===== config.mk =====
export PLATFORM = sky130hd
export DESIGN_NAME = ifu_multi
export DESIGN_NICKNAME = d
export VERILOG_FILES = /design/src/rtl/ifu_multi.sv
export SDC_FILE = /design/constraint.sdc
export NUM_CORES = 1
export LEC_CHECK = 0
export ABC_AREA = 0
export BUFFER_PORTS_ARGS = -buffer_cell sky130_fd_sc_hd__buf_2
export CORE_UTILIZATION = 46
export DETAILED_ROUTE_END_ITERATION = 16
export PLACE_DENSITY_LB_ADDON = 0.1
export SYNTH_ARGS = -nofsm -noshare
export SYNTH_HDL_FRONTEND = slang
export SYNTH_SLANG_ARGS = --single-unit
export TNS_END_PERCENT = 20

===== constraint.sdc =====
create_clock -name clk -period 4.6 [get_ports clk]
set_input_delay 0.46 -clock clk [delete_from_list [all_inputs] [get_ports clk]]
set_output_delay 0.46 -clock clk [all_outputs]
set_load 0.02 [all_outputs]

===== src/rtl/ifu_multi.sv =====
// ifu_multi: multi-instruction fetch unit.
// Issues fetch-group requests to an in-order memory port, tracks up to
// OUTSTANDING requests in a small queue, applies the branch prediction that
// arrives alongside each request, and hands fetched groups downstream.
// Redirects cancel everything in flight. Misaligned PCs and translation faults
// become a single exception group once older work has drained.
// Optional feature: define IFU_IDLE_EN to let idle_req/interrupt gate fetching.
module ifu_multi #(
    parameter int          FW          = 2,
    parameter int          OUTSTANDING = 2,
    parameter logic [31:0] RESET_PC    = 32'h1c000000
) (
    input  logic              clk,
    input  logic              reset,
    input  logic              redirect_valid,
    input  logic [31:0]       redirect_pc,
    input  logic              idle_req,
    input  logic              interrupt,
    output logic              mem_req,
    output logic [31:0]       mem_addr,
    input  logic              mem_addr_ok,
    input  logic [2:0]        mem_count,
    input  logic              mem_tlb_excp,
    input  logic [1:0]        mem_tlb_code,
    input  logic              mem_data_ok,
    input  logic [32*FW-1:0]  mem_rdata,
    input  logic              pred_taken,
    input  logic [1:0]        pred_slot,
    input  logic [31:0]       pred_target,
    input  logic              out_ready,
    output logic              out_valid,
    output logic [2:0]        out_count,
    output logic [31:0]       out_pc,
    output logic [32*FW-1:0]  out_inst,
    output logic              out_excp,
    output logic [1:0]        out_excp_code,
    output logic              out_pred_taken,
    output logic [1:0]        out_pred_slot,
    output logic [31:0]       out_pred_target
);

    localparam int          PTRW     = (OUTSTANDING > 1) ? $clog2(OUTSTANDING) : 1;
    localparam logic [31:0] NOP_INST = 32'h03400000;

    // Fetch control: normal fetching, exception waiting for older groups to
    // drain, and stopped after the exception group has been handed out.
    typedef enum logic [1:0] {
        ST_FETCH     = 2'd0,
        ST_EXCP_PEND = 2'd1,
        ST_STOPPED   = 2'd2
    } state_t;

    state_t      state;
    logic [31:0] fetch_pc;
    logic [1:0]  excp_code_q;
    logic        idle_q;

    // In-order tracking queue: one slot per outstanding memory request.
    logic [31:0]            q_pc          [OUTSTANDING];
    logic [2:0]             q_n           [OUTSTANDING];
    logic [1:0]             q_pred_slot   [OUTSTANDING];
    logic [31:0]            q_pred_target [OUTSTANDING];
    logic [OUTSTANDING-1:0] q_pred_taken;
    logic [OUTSTANDING-1:0] q_vld;
    logic [OUTSTANDING-1:0] q_cancel;
    logic [PTRW-1:0]        head;
    logic [PTRW-1:0]        tail;
    logic [2:0]             inflight;

    logic        aligned;
    logic        live_pending;
    logic        fetch_allowed;
    logic        push;
    logic        pop;
    logic        data_fire;
    logic        excp_fire;
    logic        excp_detect;
    logic        pred_hit;
    logic [2:0]  slot_plus1;
    logic [2:0]  push_n;
    logic [31:0] next_pc;

    function automatic logic [PTRW-1:0] ptr_inc(input logic [PTRW-1:0] p);
        if (p == PTRW'(OUTSTANDING - 1)) begin
            return '0;
        end
        return p + 1'b1;
    endfunction

    assign aligned       = (fetch_pc[1:0] == 2'b00);
    assign live_pending  = |(q_vld & ~q_cancel);
    assign fetch_allowed = !reset && (state == ST_FETCH) && !redirect_valid && !idle_q;

    assign mem_addr = fetch_pc;
    assign mem_req  = fetch_allowed && out_ready && (inflight < 3'(OUTSTANDING))
                      && aligned && !mem_tlb_excp;

    assign push = mem_req && mem_addr_ok;
    // A response with nothing tracked is dropped without touching the queue.
    assign pop  = !reset && mem_data_ok && q_vld[head];

    assign data_fire   = pop && !q_cancel[head] && !redirect_valid;
    assign excp_fire   = !reset && (state == ST_EXCP_PEND) && !live_pending && !redirect_valid;
    assign excp_detect = fetch_allowed && (!aligned || mem_tlb_excp);

    // The group is cut after the predicted-taken slot, but never grows past
    // what the memory actually returns; a prediction beyond the returned words
    // is ignored and fetch continues sequentially.
    assign slot_plus1 = {1'b0, pred_slot} + 3'd1;
    assign pred_hit   = pred_taken && ({1'b0, pred_slot} < mem_count);
    assign push_n     = pred_taken ? ((slot_plus1 < mem_count) ? slot_plus1 : mem_count)
                                   : mem_count;
    assign next_pc    = pred_hit ? pred_target : fetch_pc + {27'd0, mem_count, 2'b00};

    // Output group: a live response takes the slot; otherwise a pending
    // exception is emitted once nothing older is still live.
    always_comb begin
        out_valid       = 1'b0;
        out_count       = 3'd0;
        out_pc          = 32'd0;
        out_inst        = '0;
        out_excp        = 1'b0;
        out_excp_code   = 2'd0;
        out_pred_taken  = 1'b0;
        out_pred_slot   = 2'd0;
        out_pred_target = 32'd0;
        if (data_fire) begin
            out_valid       = 1'b1;
            out_count       = q_n[head];
            out_pc          = q_pc[head];
            out_inst        = mem_rdata;
            out_pred_taken  = q_pred_taken[head];
            out_pred_slot   = q_pred_slot[head];
            out_pred_target = q_pred_target[head];
        end else if (excp_fire) begin
            out_valid      = 1'b1;
            out_count      = 3'd1;
            out_pc         = fetch_pc;
            out_inst[31:0] = NOP_INST;
            out_excp       = 1'b1;
            out_excp_code  = excp_code_q;
        end
    end

`ifdef IFU_IDLE_EN
    // Idle flag: idle_req sets it (and wins over a simultaneous interrupt).
    always_ff @(posedge clk) begin
        if (reset) begin
            idle_q <= 1'b0;
        end else if (idle_req) begin
            idle_q <= 1'b1;
        end else if (interrupt) begin
            idle_q <= 1'b0;
        end
    end
`else
    logic unused_idle_inputs;
    assign idle_q             = 1'b0;
    assign unused_idle_inputs = idle_req | interrupt;
`endif

    // Queue bookkeeping: occupancy, pointers and cancel marks.
    always_ff @(posedge clk) begin
        if (reset) begin
            q_vld    <= '0;
            q_cancel <= '0;
            head     <= '0;
            tail     <= '0;
            inflight <= 3'd0;
        end else begin
            if (redirect_valid) begin
                q_cancel <= '1;
            end
            if (push) begin
                q_vld[tail]    <= 1'b1;
                q_cancel[tail] <= 1'b0;
                tail           <= ptr_inc(tail);
            end
            if (pop) begin
                q_vld[head] <= 1'b0;
                head        <= ptr_inc(head);
            end
            case ({push, pop})
                2'b10:   inflight <= inflight + 3'd1;
                2'b01:   inflight <= inflight - 3'd1;
                default: inflight <= inflight;
            endcase
        end
    end

    // Queue payload captured with each accepted request.
    always_ff @(posedge clk) begin
        if (push) begin
            q_pc[tail]          <= fetch_pc;
            q_n[tail]           <= push_n;
            q_pred_taken[tail]  <= pred_taken;
            q_pred_slot[tail]   <= pred_slot;
            q_pred_target[tail] <= pred_target;
        end
    end

    // Fetch PC and exception control; a redirect overrides everything else.
    always_ff @(posedge clk) begin
        if (reset) begin
            state       <= ST_FETCH;
            fetch_pc    <= RESET_PC;
            excp_code_q <= 2'd0;
        end else if (redirect_valid) begin
            state       <= ST_FETCH;
            fetch_pc    <= redirect_pc;
            excp_code_q <= 2'd0;
        end else begin
            case (state)
                ST_FETCH: begin
                    if (excp_detect) begin
                        state       <= ST_EXCP_PEND;
                        excp_code_q <= aligned ? mem_tlb_code : 2'd0;
                    end else if (push) begin
                        fetch_pc <= next_pc;
                    end
                end
                ST_EXCP_PEND: begin
                    if (excp_fire) begin
                        state <= ST_STOPPED;
                    end
                end
                ST_STOPPED: begin
                    state <= ST_STOPPED;
                end
                default: begin
                    state <= ST_FETCH;
                end
            endcase
        end
    end

endmodule


==> impl_metrics.ini, run 1 <==
[routing]
drt_wl_total_um = 29000
drc_errors = 0
wl_per_cell_um = 20.7
viasPerCell = 5.55
dr_total_vias = 7768
first_pass_iters = 4
ant_nets = 0
drt_iter0_drc = 610

[die]
die_y_um = 144
dieArea_um2 = 20800
rows = 51
start_util = 0.473
core_um2 = 19700
io_pins = 316
die_w_um = 144

[synth]
syn_nets = 991
synth_cell_types = 74
syn_inst = 833
ys_ff_latch = 186
yosysSeqAreaShare = 0.552
synthFlopType = edfxtp_1
synth_edf_count = 140
syn_avg_cell_area_um2 = 11.2
syn-cell-area_um2 = 9290
yosysWarningCount = 0
synth-async-reset-ratio = 0

[finish]
drive_gt1_frac = 0.344
final_common_cell = buf_2
syn_to_final_growth_pct = 24.9
nNetsFinal = 1279
final_cell_count_no_fill = 1399
mostFrequentLayoutCells = buf_2, edfxtp_1, mux2i_1

[placement]
placed_cells = 1367
portBuffers = 313
place_hpwl_um = 21000
place_congestion = 0.953

[status]
status = finished, final reports clean

[critical_path]
crit_buf_inv = 3
cp_cell_sequence = nor2b_1, a211oi_4, buf_4, nand2_2, buf_4, o21ai_0, buf_2
endpoint_kind = output pin
arrival_ps = 2910
critical-path-max-stage-delay_ps = 580
slowest_stage = dfxtp_1
worst_ep_required_time_ps = 4140
path_class = reg -> out
startpoint_type = register
crit_fanout = 57
critPathTopFamily = buffers and inverters
critPathMostFrequentCell = buf_4

[timing]
min_period_ps = 3370
finalClockSkew_ps = 8.02
relSlewSlack = 0.293
fin_tns_setup_ps = 0
tightest_slew_ps = 1060
rsz0062_at_grt = no
setup_viol = 0
clock.fmax_mhz = 297
fin_crit_sh = 0.733
hold_ws_ps = 229
slew_violations = 0
hold_viol_final = 0

[clocking]
insertion_delay_ps = 440
cts-root-buf = clkbuf_16
cts_tree = yes
post_cts_buffers = 0
cts.clk_slew.worst_paths_ps = 70
clkSinkCount = 186
ctsHoldBuffers = 0
ctsResizeCount = 0
cts_inserted_buffers = 17
htree_levels = 4
ctsLongestPathBuffers = 2

[global_routing]
grt_pass1_vias = 7212
grtUsageTotal = 0.282
grt_max_degree = 72
grt_overflow = 0
grt_antenna_before_repair = 2
grt_pass1_wl_um = 42200

[power_and_ir_drop]
p_leak_nw = 5.01
max-vdd-ir-drop_v = 0.000342
power.density_nw_per_um2 = 316

[worst_hold_path]
hold_class = in -> reg

[run]
cap_violations = 0
==> area by class of cell <==
class,count,area (um^2)
fillers,1725,8050
repair buffers,330,1690
inverters,19,71.3
clock inverters,13,144
clock buffers,18,429
flip-flops and latches,186,5130
multi-input cells,567,3800
well taps,265,332
diodes,1,2.50
==> power breakdown <==
part / leakage (nW) / switching, mW / internal [mW]
clock: 0.283 / 0.654 / 0.805
sequential: 1.65 / 0.0544 / 1.83
combinational: 3.07 / 0.189 / 0.131
==> logic make-up (layout without fill, tap and decap cells) <==
kind of cell	count (synthesis)	after routing	share of synthesized area
simple gates	300	300	0.172
other cells	0	1	0
compound gates	164	164	0.120
xor+xnor	11	11	0.0104
fa+ha+maj	13	13	0.0191
flops	186	186	0.552
buf+inv	80	380	0.0416
mux	79	79	0.0855
==> through the flow <==
stage / instance area (um^2) / setup WS [ps] / utilization / total power [mW]
4_1_cts: 11600 / 1220 / 0.590 / 3.67
2_1_floorplan: 9290 / 957 / - / 2.08
5_1_grt: 11600 / 1080 / 0.590 / 3.78
3_5_place_dp: 11000 / 1590 / 0.561 / 2.24
6_report: 11600 / 1230 / 0.590 / 3.67
3_3_place_gp: 11000 / 1620 / 0.561 / 2.24
==> path summary, 6_finish.rpt <==
kind             startpoint                  end  slack, ps  cells after the start
min          pred_target[0]  q_pred_target[0][0]        230                      1
min reg2reg     inflight[2]          inflight[2]        490                      2
max                    head           out_pc[20]       1230                      7
max reg2reg     mem_addr[0]          mem_addr[0]       1770                      5
==> metal layers <==
layer | routed length [um] | part of all wire | GRT usage
met5 | 0 | 0 | 0
met4 | 1080 | 0.037 | 0.137
met1 | 11400 | 0.40 | 0.329
met2 | 15100 | 0.52 | 0.504
met3 | 1390 | 0.048 | 0.0427
==> registers in the layout, indices dropped and copies added, names as in the netlist, named ones only <==
signal / flops
excp_code_q: 2
head: 1
inflight: 3
mem_addr: 32
q_cancel: 2
q_n: 6
q_pc: 64
q_pred_slot: 4
q_pred_taken: 2
q_pred_target: 64
q_vld: 2
state: 2
tail: 1
==> synth_stat cells (4+ instances only) <==
cell	count	area share
and4_1	5	0.0047
clkbuf_1	34	0.014
nand2b_1	6	0.0040
nand2_1	72	0.029
mux2i_1	76	0.082
xor2_1	6	0.0057
a31oi_1	9	0.0061
and3_1	73	0.049
a21o_1	7	0.0057
a211oi_1	4	0.0032
nor2b_1	6	0.0040
ha_1	11	0.015
inv_1	19	0.0077
xnor2_1	5	0.0047
a22oi_1	10	0.0081
a211o_1	4	0.0038
nand3_1	14	0.0075
nand4_1	11	0.0074
buf_2	18	0.0097
o21ai_0	50	0.027
a21oi_1	25	0.013
and2_1	10	0.0067
dfxtp_1	46	0.099
nor2_1	64	0.026
edfxtp_1	140	0.45
o221a_2	5	0.0061
nor3_1	12	0.0065
o21a_1	4	0.0032
o22ai_1	6	0.0040
a31o_2	4	0.0038
Note: power is estimated with default switching activity, not from simulation.
==> run 2, diff against run 1 <==
- clock period: 4.6 -> 2.9 ns (I/O delays scaled with it)
==> impl_metrics.ini, run 2 (synthesized netlist as in run 1, its figures left out) <==
[status]
status = finished, final reports clean

[timing]
relSlewSlack = 0.601
timing.final.ws_setup_ps = 134
slew_violations = 0
tightest_slew_ps = 593
rsz0062_at_grt = no
finalClockSkew_ps = 13.0
min_period_ps = 2770
hold_ws_ps = 58.8
fin_tns_setup_ps = 0
fin_crit_sh = 0.954
setup_viol = 0
hold_viol_final = 0
clock.fmax_mhz = 361

[placement]
pre_cts_ws_ps = 367
placed_cells = 1379
portBuffers = 313
place_hpwl_um = 21300
place_congestion = 0.991
placed_area_um2 = 11200

[die]
die_w_um = 144
core_um2 = 19700
die_y_um = 144
start_util = 0.473
dieArea_um2 = 20800
rows = 51
io_pins = 316

[global_routing]
grt_antenna_before_repair = 0
grt_max_degree = 71
grt_pass1_wl_um = 42000
grt_overflow = 0
grt_pass1_vias = 7211
grtUsageTotal = 0.281

[critical_path]
crit_fanout = 31
startpoint = head
r2r_start = mem_addr[2]
slowest_stage = dfxtp_1
worstRegToRegCells = 9
startpoint_type = register
path_class = reg -> out
arrival_ps = 2480
endpoint_kind = output pin
reg2reg_slack_ps = 310
worst_ep_required_time_ps = 2610
cp_cell_sequence = mux2_2, and3_1, nand2_2, buf_4, o21ai_0, buf_2
r2r_end = mem_addr[16]
endpoint = out_pc[22]
critical-path-max-stage-delay_ps = 560

[clocking]
insertion_delay_ps = 440
htree_levels = 4
cts_tree = yes
cts.clk_slew.worst_paths_ps = 70
cts-root-buf = clkbuf_16
ctsHoldBuffers = 0
ctsResizeCount = 0
clkSinkCount = 186
post_cts_buffers = 0
cts_inserted_buffers = 17
ctsLongestPathBuffers = 2

[finish]
nNetsFinal = 1291
fill_cells = 1716
syn_to_final_growth_pct = 26.6
final_common_cell = buf_2
final_cell_count_no_fill = 1411
fin_util = 0.598
fin_area_um2 = 11800
drive_gt1_frac = 0.354
mostFrequentLayoutCells = buf_2, edfxtp_1, mux2i_1
n_antenna_cell = 0

[power_and_ir_drop]
max-vdd-ir-drop_v = 0.000475
swShare = 0.256
internal-power_mw = 4.31
p_seq_frac = 0.515
power.share.clock = 0.393
p_leak_nw = 5.09
total_power_mw = 5.79
power.density_nw_per_um2 = 493
pwr-share-comb = 0.092
switching_power_mw = 1.48

[routing]
drt_iter0_drc = 515
dr_total_vias = 7867
wl_per_cell_um = 20.6
viasPerCell = 5.58
drt_wl_total_um = 29000
ant_nets = 0
drc_errors = 0
first_pass_iters = 5

[worst_hold_path]
hold_class = in -> reg

[run]
cap_violations = 0
-- run 2: cell type report --
cell class	count	area (um^2)	share of cell area
multi-input combinational	567	3800	0.323
clock inverter	13	129	0.0110
timing repair buffer	342	1850	0.157
inverter	19	71.3	0.00606
tap	265	332	0.0282
clock buffer	19	453	0.0385
sequential	186	5130	0.436
-- run 2: worst min path at each step --
| stage | from | end | slack [ps] | depth (start not counted) |
|---|---|---|---|---|
| after global placement | state[1] | state[1] | 480 | 2 |
| after global routing | pred_target[1] | q_pred_target[0][1] | 50 | 1 |
| after CTS | pred_target[1] | q_pred_target[0][1] | 50 | 1 |
| after floorplan | pred_slot[0] | q_pred_slot[0][0] | 390 | 0 |
| final | pred_target[1] | q_pred_target[1][1] | 60 | 1 |
| after detailed placement | state[1] | state[1] | 490 | 2 |
-- run 2: worst max-delay path, delay by kind of cell, from the launching register on --
family          cells  cell delay (ps)
simple gates        2              310
mux                 1              370
buf+inv             2              530
compound gates      1              250
flops               1              560
-- run 2: routing by layer --
metal | GRT usage | part of all wire
met4 | 0.152 | 0.044
met1 | 0.327 | 0.38
met5 | 0 | 0
met2 | 0.491 | 0.51
met3 | 0.0493 | 0.067
-- run 2: power by group through the flow --
stage                     sequential (mW)  combinational [mW]  clock (mW)
after floorplan                      3.05               0.257           0
after global placement               3.04               0.528           0
after detailed placement             3.04               0.532           0
after CTS                            2.98               0.534        2.30
after global routing                 2.99               0.575        2.43
final                                2.98               0.535        2.27
==> run 3, diff against run 2 <==
- ABC_AREA: 0 -> 1
- CORE_ASPECT_RATIO: unset -> 1.2
==> impl_metrics.ini, run 3 <==
[power_and_ir_drop]
total_power_mw = 6.00
max-vdd-ir-drop_v = 0.000368
switching_power_mw = 1.55
swShare = 0.259
p_seq_frac = 0.498
power.density_nw_per_um2 = 500
pwr-share-comb = 0.103
internal-power_mw = 4.44
p_leak_nw = 5.67
power.share.clock = 0.399

[global_routing]
grt_pass1_wl_um = 44200
grt_overflow = 0
grt_antenna_before_repair = 2
grt_pass1_vias = 8229
grt_max_degree = 57
grtUsageTotal = 0.271

[timing]
setup_viol = 0
slew_violations = 0
tightest_slew_ps = 630
hold_viol_final = 0
clock.fmax_mhz = 377
min_period_ps = 2650
fin_tns_setup_ps = 0
rsz0062_at_grt = no
fin_crit_sh = 0.915
finalClockSkew_ps = 12.4
relSlewSlack = 0.579

[clocking]
htree_levels = 4
insertion_delay_ps = 440
cts-root-buf = clkbuf_16
cts_inserted_buffers = 17
clkSinkCount = 186
post_cts_buffers = 0
ctsResizeCount = 0
cts.clk_slew.worst_paths_ps = 70
ctsHoldBuffers = 0
ctsLongestPathBuffers = 2
cts_tree = yes

[finish]
nNetsFinal = 1618
syn_to_final_growth_pct = 26.1
mostFrequentLayoutCells = buf_2, nand2_1, nor2_1
fill_cells = 1899
final_common_cell = buf_2
drive_gt1_frac = 0.265
fin_util = 0.592

[routing]
drc_errors = 0
wl_per_cell_um = 16.4
ant_nets = 0
viasPerCell = 5.14
drt_iter0_drc = 622
first_pass_iters = 6
dr_total_vias = 8937
drt_wl_total_um = 28600

[run]
cap_violations = 0

[synth]
syn_nets = 1322
syn_inst = 1164
synthFlopType = edfxtp_1
synth_edf_count = 140
yosysWarningCount = 0
syn_avg_cell_area_um2 = 8.17
synth_cell_types = 41
synth_top_area_share = 0.442
ys_ff_latch = 186
synth_top_cells_by_count = nand2_1, nor2_1, edfxtp_1
yosysSeqAreaShare = 0.539
synth-async-reset-ratio = 0
syn-cell-area_um2 = 9510
synth.area.top_cells = edfxtp_1, nand2_1, dfxtp_1
yosysTopAreaCell = edfxtp_1
yosysMostFrequentCell = nand2_1

[die]
die_w_um = 133
rows = 57
die_y_um = 160
core_um2 = 20300
dieArea_um2 = 21300
start_util = 0.470
io_pins = 316

[critical_path]
r2r_start = mem_addr[2]
worst_ep_required_time_ps = 2610
endpoint = out_pc[5]
endpoint_kind = output pin
worstRegToRegCells = 14
startpoint_type = register
reg2reg_slack_ps = 540
startpoint = state[1]
r2r_end = mem_addr[14]
arrival_ps = 2360
path_class = reg -> out
crit_fanout = 23

[worst_hold_path]
hold_class = in -> reg

[placement]
place_hpwl_um = 20500
portBuffers = 313
place_congestion = 0.874

[status]
status = finished, final reports clean
==> run 3: changes by cell type after synthesis, moves of 8 or more <==
cell     change
nand2_1    +233
nor2_1     +159
inv_1      +117
mux2i_1     -76
and3_1      -73
a21oi_1     +58
nand3_1     +44
o21ai_0     -25
o32ai_1     +25
nor3_1      -11
a22oi_1      -9
nand4_1      -9
and2_1       -8
==> run 3: worst min-delay path by stage <==
stage / start / endpoint / cells past startpoint
final: pred_target[16] / q_pred_target[1][16] / 1
after global routing: pred_target[20] / q_pred_target[1][20] / 1
after CTS: pred_target[15] / q_pred_target[1][15] / 1
after detailed placement: excp_code_q[0] / excp_code_q[0] / 2
after global placement: excp_code_q[1] / excp_code_q[1] / 2
after floorplan: pred_slot[0] / q_pred_slot[0][0] / 0
==> run 3: per-layer routing <==
metal	global-route usage	vias up	wire, um
li1	-	4380	-
met1	0.335	4151	11700
met2	0.463	357	14200
met3	0.0465	49	1780
met4	0.116	0	838
met5	0	-	0
==> run 3: layout make-up <==
cell class | instances | area, um^2 | area share
Sequential cell | 186 | 5130 | 0.427
Multi-Input combinational cell | 778 | 3600 | 0.300
Timing Repair Buffer | 334 | 1790 | 0.149
Inverter | 143 | 542 | 0.0452
Clock buffer | 17 | 425 | 0.0355
Tap cell | 265 | 332 | 0.0276
Clock inverter | 15 | 180 | 0.0150
Antenna cell | 2 | 5.00 | 0.000417
==> run 3: power groups by stage <==
stage	logic [mW]	registers, mW	clock network [mW]
2_1_floorplan	0.326	3.06	0
4_1_cts	0.621	2.98	2.42
5_1_grt	0.690	2.99	2.51
3_3_place_gp	0.608	3.04	0
6_report	0.619	2.99	2.39
3_5_place_dp	0.617	3.05	0
==> run 3: metrics by stage <==
| step | setup slack, ps | hold WS [ps] | cells | cell area [um^2] |
|---|---|---|---|---|
| floorplan | 456 | 389 | 1164 | 9530 |
| global placement | 545 | 454 | 1706 | 11400 |
| detailed placement | 521 | 464 | 1706 | 11400 |
| CTS | 192 | 42.6 | 1738 | 12000 |
| global route | 87.7 | 52.1 | 1740 | 12000 |
| finish | 247 | 58.3 | 1740 | 12000 |
==> run 3: kinds of logic after synthesis <==
family | after synthesis | share of synthesized area
AND/OR/NAND/NOR | 603 | 0.254
buffers and inverters | 200 | 0.0857
flip-flops | 186 | 0.539
AO/OA/AOI/OAI | 159 | 0.100
adder cells (fa/ha/maj) | 13 | 0.0187
XOR/XNOR | 3 | 0.00276
==> run 3: critical path: stages, from the launching register on <==
cell     delay (ps)
dfxtp_1         300
inv_1           100
ha_1            150
inv_1            40
a21oi_1         140
nand2_2         390
inv_2           350
nand2_1          80
o31ai_1         110
buf_2           240
